--- config.mk ---
export PLATFORM = sky130hd
export DESIGN_NAME = cntry_car_detector
export DESIGN_NICKNAME = d
export VERILOG_FILES = /design/src/rtl/cntry_car_detector.sv
export SDC_FILE = /design/constraint.sdc
export NUM_CORES = 1
export LEC_CHECK = 0
export ABC_AREA = 0
export ABC_CLOCK_PERIOD_IN_PS = 1600
export CAP_MARGIN = 20
export CORE_ASPECT_RATIO = 1.1
export CORE_UTILIZATION = 25
export CTS_CLUSTER_SIZE = 10
export DETAILED_ROUTE_END_ITERATION = 12
export GPL_ROUTABILITY_DRIVEN = 0
export PLACE_DENSITY = 0.49
export SYNTH_ARGS = -nofsm -noshare
export SYNTH_HDL_FRONTEND = slang
export SYNTH_SLANG_ARGS = --single-unit
--- constraint.sdc ---
create_clock -name clock -period 1.6 [get_ports clock]
set_input_delay 0.24 -clock clock [delete_from_list [all_inputs] [get_ports clock]]
set_output_delay 0.24 -clock clock [all_outputs]
set_load 0.05 [all_outputs]
--- src/rtl/cntry_car_detector.sv ---
// Country-road vehicle detector: synchronises and debounces the loop sensor,
// latches calls to the signal controller and counts vehicles served on green.
module cntry_car_detector #(
  parameter int DEBOUNCE = 4,
  parameter int GAP      = 3,
  parameter int LOCK     = 1,
  parameter int CW       = 4
) (
  input  logic          clock,
  input  logic          clear,
  input  logic          loop_raw,
  input  logic [1:0]    cntry_sig,
  output logic          car_on_cntry_rd,
  output logic          det,
  output logic [CW-1:0] served_count
);

  localparam int DBW = $clog2(DEBOUNCE + 1);
  localparam int GW  = $clog2(GAP + 1);
  localparam logic [DBW-1:0] DB_LAST  = DBW'(DEBOUNCE - 1);
  localparam logic [GW-1:0]  GAP_LOAD = GW'(GAP);
  localparam logic [1:0]     SIG_GREEN = 2'd2;

  localparam logic [1:0] ST_IDLE  = 2'd0;
  localparam logic [1:0] ST_CALL  = 2'd1;
  localparam logic [1:0] ST_SERVE = 2'd2;

  logic           s1_q, s1_d, s2_q, s2_d;
  logic [DBW-1:0] db_cnt_q, db_cnt_d;
  logic           det_q, det_d, det_prev_q, det_prev_d;
  logic [1:0]     state_q, state_d;
  logic [GW-1:0]  gap_q, gap_d;
  logic           req_q, req_d;
  logic [CW-1:0]  cnt_q, cnt_d;
  logic           green, rise, fall;

  always_comb begin
    s1_d       = loop_raw;
    s2_d       = s1_q;
    db_cnt_d   = '0;
    det_d      = det_q;
    det_prev_d = det_q;
    if (s2_q != det_q) begin
      if (db_cnt_q == DB_LAST) det_d = s2_q;
      else                     db_cnt_d = db_cnt_q + 1'b1;
    end
  end

  // Edge events compare the current debounced level with its value one edge earlier
  assign green = (cntry_sig == SIG_GREEN);
  assign rise  = det_q & ~det_prev_q;
  assign fall  = ~det_q & det_prev_q;

  always_comb begin
    state_d = state_q;
    gap_d   = gap_q;
    cnt_d   = cnt_q;
    case (state_q)
      ST_IDLE: begin
        if (det_q) state_d = green ? ST_SERVE : ST_CALL;
      end
      ST_CALL: begin
        if (green)                      state_d = ST_SERVE;
        else if ((LOCK == 0) && !det_q) state_d = ST_IDLE;
      end
      ST_SERVE: begin
        if (fall && (cnt_q != '1)) cnt_d = cnt_q + 1'b1;
        if (!green) begin
          state_d = det_q ? ST_CALL : ST_IDLE;
          gap_d   = '0;
        end else if (fall) begin
          gap_d = GAP_LOAD;
        end else if (rise) begin
          gap_d = '0;
        end else if (!det_q && (gap_q != '0)) begin
          gap_d = gap_q - 1'b1;
        end
      end
      default: begin
        state_d = ST_IDLE;
        gap_d   = '0;
      end
    endcase
  end

  // Request is derived from the next state so it moves in the same update
  always_comb begin
    case (state_d)
      ST_CALL:  req_d = 1'b1;
      ST_SERVE: req_d = det_q | (gap_d != '0);
      default:  req_d = 1'b0;
    endcase
  end

  always_ff @(posedge clock) begin
    if (clear) begin
      s1_q       <= 1'b0;
      s2_q       <= 1'b0;
      db_cnt_q   <= '0;
      det_q      <= 1'b0;
      det_prev_q <= 1'b0;
      state_q    <= ST_IDLE;
      gap_q      <= '0;
      req_q      <= 1'b0;
      cnt_q      <= '0;
    end else begin
      s1_q       <= s1_d;
      s2_q       <= s2_d;
      db_cnt_q   <= db_cnt_d;
      det_q      <= det_d;
      det_prev_q <= det_prev_d;
      state_q    <= state_d;
      gap_q      <= gap_d;
      req_q      <= req_d;
      cnt_q      <= cnt_d;
    end
  end

  assign car_on_cntry_rd = req_q;
  assign det             = det_q;
  assign served_count    = cnt_q;

endmodule

* Word-level counts from Yosys, hierarchy flattened
Cells that the tools add are included. W data, S select, Z words.
Cells by class: multiplexer cells 12, reduce and logical (&&, ||, !) cells 10, add/sub/neg operators 3, eq/ne operators 8, bitwise gates (word level) 6
Operator list (number):
- $mux W2 | 8
- $eq A2 B2 Y1 const B | 3
- $pmux W2 S3 | 1
- $add A4 B1 Y4 const B | 1
- $eq A2 B1 Y1 const B | 2
- $ne A4 B4 Y1 const B | 1
- $pmux W2 S2 | 1
- $reduce_and A2 Y1 | 2
- $reduce_bool A2 Y1 | 2
- $add A3 B1 Y3 const B | 1
- $eq A3 B2 Y1 const B | 1
- $not A1 Y1 | 3
- $reduce_or A3 Y1 | 1
- $and A1 B1 Y1 | 2
- $logic_and A1 B1 Y1 | 2
- $logic_not A2 Y1 | 1
- $pmux W1 S2 | 1
- $reduce_or A2 Y1 | 1
- $sub A2 B1 Y2 const B | 1
- $logic_not A1 Y1 | 1
- $mux W1 | 1
- $ne A1 B1 Y1 | 1
- $or A1 B1 Y1 | 1
Word-level totals: output and inout port bits 6, flip-flop bits (word level) 16, word-level logic and storage cells 48, bits of input ports 5

* Depth between registers and ports, before layout
Gate-level depths: netlist (run 1).
word-level depth 10, depth in mapped cells 8, mapped depth without buffers 8

* Worst setup path before layout (run 1)
Ideal clock, no wire load.
path type register to register, from register det_q, in the netlist det, to register req_q, in the netlist car_on_cntry_rd, arrival time 1758 ps, data required time 1541 ps, stages on the path, launching flop included 8, buffers on the path 1, setup slack -217 ps, cell sequence dfxtp_1 > buf_6 > or3_1 > nand3_1 > inv_1 > ha_1 > nor3_1 > o31a_1
On the way: elaborated cells between the ends (all ways) 19, those cells by class 2 x eq/ne; 10 x mux; 4 x bitwise; 3 x reduce/logical
RTL lines:
- start: declaration | line 30 | logic det_q, det_d, det_prev_q, det_prev_d;
- start signal: assignment | line 110 | det_q <= det_d;
- $mux W2 * | line 60 | if (det_q) state_d = green ? ST_SERVE : ST_CALL;
- $pmux W2 S3 * | line 58 | case (state_q)
- net state_d[1] | line 31 | logic [1:0] state_q, state_d;
- $eq A2 B2 Y1 or $eq A2 B1 Y1 (tied branches) | line 88 | case (state_d)
- $pmux W1 S2 * | line 88
- end signal: assignment | line 114 | req_q <= req_d;
- end: declaration | line 33 | logic req_q, req_d;
The timed path passes the listed nets; every way through them passes the cells marked *. A chain may end at the register's enable or synchronous reset.

* Final worst setup path (run 1)
from register gap_q[1], to register req_q, in the netlist car_on_cntry_rd
On the way: longest elaborated chain between the ends 10, elaborated cells between the ends (all ways) 11, those cells by class 1 x add/sub; 6 x mux; 1 x bitwise; 3 x reduce/logical
Ends and longest elaborated chain:
- start: declaration | line 32 | logic [GW-1:0] gap_q, gap_d;
- start signal: assignment | line 113 | gap_q <= gap_d;
- parallel branches: the longest is 6 deep, another holds $sub A2 B1 Y2
- $pmux W2 S2 * | line 58
- $reduce_bool A2 Y1 * | line 90 | ST_SERVE: req_d = det_q | (gap_d != '0);
- $or A1 B1 Y1 * | line 90
- $pmux W1 S2 * | line 88
Mark *: on every way between the ends.

==> impl_metrics.env, run 1 <==
export IMPL_status="complete, but fails checks"
export IMPL_violations="setup timing"
export IMPL_clk_pin_slew_ps=90
export IMPL_final_common_cell="buf_4"
export IMPL_cts_root_buf="clkbuf_4"
export IMPL_dr_pass1_iters=3
export IMPL_start_util_pct=26.4
export IMPL_holdWs_ps=433
export IMPL_drive_above_1_share_pct=30.8
export IMPL_ys_seq_area_share_pct=43.8
export IMPL_slowest_stage="or4b_4"
export IMPL_grt_pass1_wl_um=2500
export IMPL_crit_fanout=2
export IMPL_clock_latency_ps=280
export IMPL_finalMaxSlewViolations=0
export IMPL_max_freq_ghz=0.582
export IMPL_setup_ws_ps=-117
export IMPL_seqPwrFrac_pct=62.1
export IMPL_cts_htree_levels=1
export IMPL_ys_ff_latch=16
export IMPL_ir_drop_v=0.000292
export IMPL_wirelength_um=1470
export IMPL_timing_final_hold_violations=0
export IMPL_wire_per_inst_um=10.7
export IMPL_r2r_end="car_on_cntry_rd$_SDFF_PP0_"
export IMPL_yosys_warnings=0
export IMPL_die_area_mm2=0.00315
export IMPL_powerDensity_mw_per_mm2=632
export IMPL_end_kind="flip-flop"
export IMPL_path_class="reg2reg"
export IMPL_fin_skew_ps=1.02
export IMPL_finalCoreUtilization_pct=36.7
export IMPL_p_comb_share_pct=4.1
export IMPL_rsz0062_at_grt="yes"
export IMPL_num_vias=620
export IMPL_tightest_slew_ps=330
export IMPL_hp_start="db_cnt_q[0]$_SDFF_PP0_"
export IMPL_maxSlewHeadroom_pct=77.8
export IMPL_grtUsageTotal_pct=11.2
export IMPL_pwr_share_clk_pct=33.8
export IMPL_p_leak_nw=0.434
export IMPL_p_sw_share_pct=20.6
export IMPL_finalNonFillerCells=137
export IMPL_cpPeakStageDelay_ps=470
export IMPL_hold_path_depth=1
export IMPL_ys_types=27
export IMPL_final_antenna_net_count=0
export IMPL_pre_cts_slack_ps=-245
export IMPL_crit_arrival_ps=1900
export IMPL_dp_cells=130
export IMPL_core_area_mm2=0.00278
export IMPL_worst_r2r_setup_slack_ps=-120
export IMPL_fillers=278
export IMPL_path_cells="inv_2, ha_4, or4b_4, a31oi_4, o22ai_2, o31a_1"
export IMPL_io_pins=11
export IMPL_grt_pass1_vias=623
export IMPL_fp_dieW_um=53.6
export IMPL_fin_nets=116
export IMPL_post_route_min_period_ps=1720
export IMPL_vias_per_cell=4.53
export IMPL_drc=0
export IMPL_syn_inst=79
export IMPL_worstHoldPathType="reg2reg"
export IMPL_cts_tree="built"
export IMPL_port_buffers=10
export IMPL_diodes=0
export IMPL_p_int_uw=512
export IMPL_whs_endpoint="db_cnt_q[0]$_SDFF_PP0_"
export IMPL_syn2layout_area_growth_pct=39.3
export IMPL_netlist_area_um2=732
export IMPL_clock_sinks=16
export IMPL_syn_area_per_cell_um2=9.27
export IMPL_grt_remaining_overflow=0
export IMPL_cp_data_required_time_ps=1780
export IMPL_cp_start_kind="flip-flop"
export IMPL_dp_hpwl_um=987
export IMPL_synth_edf_count=0
export IMPL_p_sw_uw=133
export IMPL_syn_num_nets=90
export IMPL_r2r_start="gap_q[1]$_SDFF_PP0_"
export IMPL_grt_max_degree=14
export IMPL_yosys_most_used_dff="dfxtp_1"
export IMPL_r2r_cells=6
export IMPL_numCtsBuffers=3
export IMPL_rows=20
export IMPL_clockBufferDepth=2
export IMPL_min_period_over_period_pct=107
export IMPL_most_common_layout_cells="buf_4 (18), dfxtp_1 (13), nor2_1 (11), inv_1 (5), ha_1 (5)"
export IMPL_setup_viol=2
export IMPL_async_flop_share_pct=0
export IMPL_maxCapViolations=0
export IMPL_fp_dieH_um=58.8
export IMPL_antenna_found_initial=0
export IMPL_drtIter0Drc=7
[kinds of logic after synthesis]
family	synth area share [%]
AOI/OAI and AO/OA	7.86
muxes	2.74
DFF	43.8
and+or+nand+nor	25.0
xor gates and xnor gates	4.79
adders and majority gates	10.3
buffers and inverters	5.64
[metrics by stage]
| step | cell area [µm²] | total power, mW | setup TNS (ps) |
|---|---|---|---|
| floorplan | 756 | 0.419 | -30.1 |
| global placement | 942 | 0.436 | -204 |
| detailed placement | 942 | 0.437 | -245 |
| CTS | 1010 | 0.661 | -181 |
| global route | 1020 | 0.688 | -253 |
| finish | 1020 | 0.645 | -166 |
[worst max-delay path by stage]
stage,from,end,slack [ps],cells past startpoint
6_report,gap_q[1]$_SDFF_PP0_,car_on_cntry_rd$_SDFF_PP0_,-120,6
5_1_grt,gap_q[0]$_SDFF_PP0_,car_on_cntry_rd$_SDFF_PP0_,-150,6
4_1_cts,gap_q[1]$_SDFF_PP0_,car_on_cntry_rd$_SDFF_PP0_,-130,6
3_5_place_dp,cntry_sig[1],car_on_cntry_rd$_SDFF_PP0_,-240,7
3_3_place_gp,cntry_sig[1],car_on_cntry_rd$_SDFF_PP0_,-200,7
2_1_floorplan,gap_q[0]$_SDFF_PP0_,car_on_cntry_rd$_SDFF_PP0_,-30,6
[critical path, delay by kind of cell (launching register included)]
family	cells	cell delay [ps]
compound gates	3	510
simple gates	1	470
flops	1	340
fa+ha+maj	1	260
buf+inv	1	40
[timing repair]
action | in CTS | in global routing
gates resized for setup | 4 | 1
hold buffers | 0 | 0
setup endpoints to repair | 1 | 3
pin swaps | 2 | 1
buffers inserted | 2 | 2
[layout make-up]
class	count	area [µm²]	share of cell area, %
inverter	7	26.3	2.58
clock buffer	4	26.3	2.58
timing repair buffer	23	186	18.3
multi-input combinational	54	413	40.5
tap	33	41.3	4.05
sequential	16	327	32.0
[synthesized netlist by cell type, types with 2 or more instances]
cell type  instances  share of area [%]
a31oi_1            4                3.4
dfxtp_1           16                 44
or4b_1             2                2.7
or3_1              2                1.7
nor3_1             3                2.1
nor2b_1            4                3.4
nand4_1            2                1.7
ha_1               6                 10
nor2_1            11                5.6
inv_1              7                3.6
nand3_1            3                2.1
xor2_1             3                3.6
mux2i_1            2                2.7
[metal layers]
layer  up-vias  GRT usage [%]  part of all wire (%)
met5         -              0                     0
met4         0           8.65                   1.8
met3         2           1.55                   1.6
met2         7           18.8                    50
met1       289           12.6                    46
li1        322              -                     -
[power by group through the flow]
stage                     Sequential, mW  Combinational [mW]  Clock, mW
final                              0.400              0.0265      0.218
after global routing               0.401              0.0290      0.257
after CTS                          0.401              0.0271      0.233
after detailed placement           0.410              0.0269          0
after global placement             0.410              0.0265          0
after floorplan                    0.410             0.00972          0
[state kept, by name, summed over array words and instances (netlist names)]
name	count
det	1
det_prev_q	1
gap_q	2
s1_q	1
car_on_cntry_rd	1
s2_q	1
db_cnt_q	3
served_count	4
state_q	2
Power figures use the tool's default switching activity.
==> run 2: changes to the inputs <==
--- a/config.mk
+++ b/config.mk
@@ -8,12 +8,15 @@
 export ABC_AREA = 0
 export ABC_CLOCK_PERIOD_IN_PS = 1600
 export CAP_MARGIN = 20
+export CELL_PAD_IN_SITES_DETAIL_PLACEMENT = 1
+export CELL_PAD_IN_SITES_GLOBAL_PLACEMENT = 1
 export CORE_ASPECT_RATIO = 1.1
 export CORE_UTILIZATION = 25
 export CTS_CLUSTER_SIZE = 10
 export DETAILED_ROUTE_END_ITERATION = 12
 export GPL_ROUTABILITY_DRIVEN = 0
-export PLACE_DENSITY = 0.49
+export PLACE_DENSITY = 0.59
+export SETUP_SLACK_MARGIN = 0.05
 export SYNTH_ARGS = -nofsm -noshare
 export SYNTH_HDL_FRONTEND = slang
 export SYNTH_SLANG_ARGS = --single-unit
==> run 2 against run 1 <==
  * Die area stayed put
  * Clock power up 22%
  * The run still ends with setup timing left
  * Sequential power hardly changed
  * Setup slack improved by 20 ps
  * Worst hold slack got worse by 3.1 ps
  * Utilization up 0.81 points
  * Clock-buffer cell count unchanged
  * Global-route usage increased by 1.3 points
  * Flip-flop and latch count stayed put
  * First-iteration DRC count rose by 14%
  * Critical path depth unchanged
  * Fmax up 1.2%
==> impl_metrics.env, run 2 (synthesized netlist as in run 1, its figures left out) <==
export IMPL_largest_reg_flops=4
export IMPL_dpl_instance_area_um2=950
export IMPL_drtIter0Drc=8
export IMPL_fin_skew_ps=3.93
export IMPL_finalInstanceArea_mm2=0.00104
export IMPL_clk_pin_slew_ps=90
export IMPL_crit_fanout=2
export IMPL_fillers=332
export IMPL_powerDensity_mw_per_mm2=666
export IMPL_cp_data_required_time_ps=1790
export IMPL_path_class="reg2reg"
export IMPL_grt_max_degree=11
export IMPL_syn2layout_area_growth_pct=42.4
export IMPL_tightest_slew_ps=439
export IMPL_io_pins=11
export IMPL_antenna_found_initial=0
export IMPL_p_leak_nw=0.440
export IMPL_core_area_mm2=0.00278
export IMPL_port_buffers=10
export IMPL_timing_final_hold_violations=0
export IMPL_final_antenna_net_count=0
export IMPL_status="complete, but fails checks"
export IMPL_die_area_mm2=0.00315
export IMPL_fin_nets=116
export IMPL_cts_tree="built"
export IMPL_cp_start_kind="flip-flop"
export IMPL_ir_drop_v=0.000465
export IMPL_setup_ws_ps=-97.0
export IMPL_wirelength_um=1580
export IMPL_grt_pass1_wl_um=2780
export IMPL_most_common_layout_cells="buf_4 (18), dfxtp_1 (13), nor2_1 (11), inv_1 (5), ha_1 (5)"
export IMPL_clockBufferDepth=2
export IMPL_dp_hpwl_um=1230
export IMPL_worstHoldPathType="reg2reg"
export IMPL_final_common_cell="buf_4"
export IMPL_max_freq_ghz=0.589
export IMPL_drc=0
export IMPL_violations="setup timing"
export IMPL_rsz0062_at_grt="yes"
export IMPL_maxCapViolations=0
export IMPL_finalMaxSlewViolations=0
export IMPL_post_route_min_period_ps=1700
export IMPL_crit_arrival_ps=1880
export IMPL_grt_remaining_overflow=0
export IMPL_numCtsBuffers=3
export IMPL_end_kind="flip-flop"
export IMPL_fp_dieW_um=53.6
export IMPL_cts_htree_levels=1
export IMPL_drive_above_1_share_pct=33.7
export IMPL_wire_per_inst_um=11.6
export IMPL_start_util_pct=26.4
export IMPL_clock_sinks=16
export IMPL_min_period_over_period_pct=106
export IMPL_diodes=0
export IMPL_rows=20
export IMPL_finalNonFillerCells=137
export IMPL_maxSlewHeadroom_pct=70.3
export IMPL_hold_buffers=0
export IMPL_clock_latency_ps=290
export IMPL_grt_pass1_vias=653
export IMPL_setup_viol=2
export IMPL_dp_cells=131
export IMPL_dr_pass1_iters=4
export IMPL_grtUsageTotal_pct=12.5
export IMPL_cts_root_buf="clkbuf_4"
export IMPL_vias_per_cell=4.70
export IMPL_fp_dieH_um=58.8
export IMPL_num_vias=644
==> run 2: final timing paths <==
check                               from                    endpoint  slack, ps  cells past startpoint
hold reg to reg   db_cnt_q[0]$_SDFF_PP0_      db_cnt_q[0]$_SDFF_PP0_        430                      1
setup reg to reg     gap_q[0]$_SDFF_PP0_  car_on_cntry_rd$_SDFF_PP0_       -100                      6
setup / recovery     gap_q[0]$_SDFF_PP0_  car_on_cntry_rd$_SDFF_PP0_       -100                      6
hold / removal    db_cnt_q[0]$_SDFF_PP0_      db_cnt_q[0]$_SDFF_PP0_        430                      1
==> run 2: report_power, final <==
group | switching [mW] | internal, mW
registers | 0.00124 | 0.399
logic | 0.0112 | 0.0160
clock network | 0.128 | 0.139
==> run 2: metrics by stage <==
stage	TNS, ps	total power [mW]	util [%]	hold WS (ps)	setup WS, ps
after floorplan	-30.1	0.419	-	312	-30.1
after global placement	-163	0.436	34.2	406	-163
after detailed placement	-217	0.437	34.2	422	-207
after CTS	-238	0.709	37.3	438	-165
after global routing	-224	0.730	37.5	450	-161
final	-107	0.695	37.5	430	-97.0
==> run 2: layer usage <==
layer	GRT usage (%)	part of all wire [%]	vias up
met3	2.58	3.8	4
met1	13.7	44	306
met4	10.2	3.6	0
met2	20.4	48	11
li1	-	-	323
met5	0	0	-
==> run 2: area by class of cell <==
type / instances / area (µm²) / share of cell area (%)
Multi-Input combinational cell: 54 / 425 / 40.8
Sequential cell: 16 / 327 / 31.3
Timing Repair Buffer: 23 / 186 / 17.9
Tap cell: 33 / 41.3 / 3.96
Clock buffer: 4 / 36.3 / 3.48
Inverter: 7 / 26.3 / 2.52
==> run 2: worst max-delay path, stage by stage, from the launching register on <==
cell and delay, ps:
dfxtp_2 340, inv_2 40, ha_4 250, or4b_4 460, a31oi_4 160, o22ai_2 100, o31a_1 250
==> run 2: timing repair <==
item                       4_1_cts  5_1_grt
setup endpoints to repair        2        3
setup buffers                    3        1
resized for setup                6        2
pin swaps                        2        1
cloned                           0        0
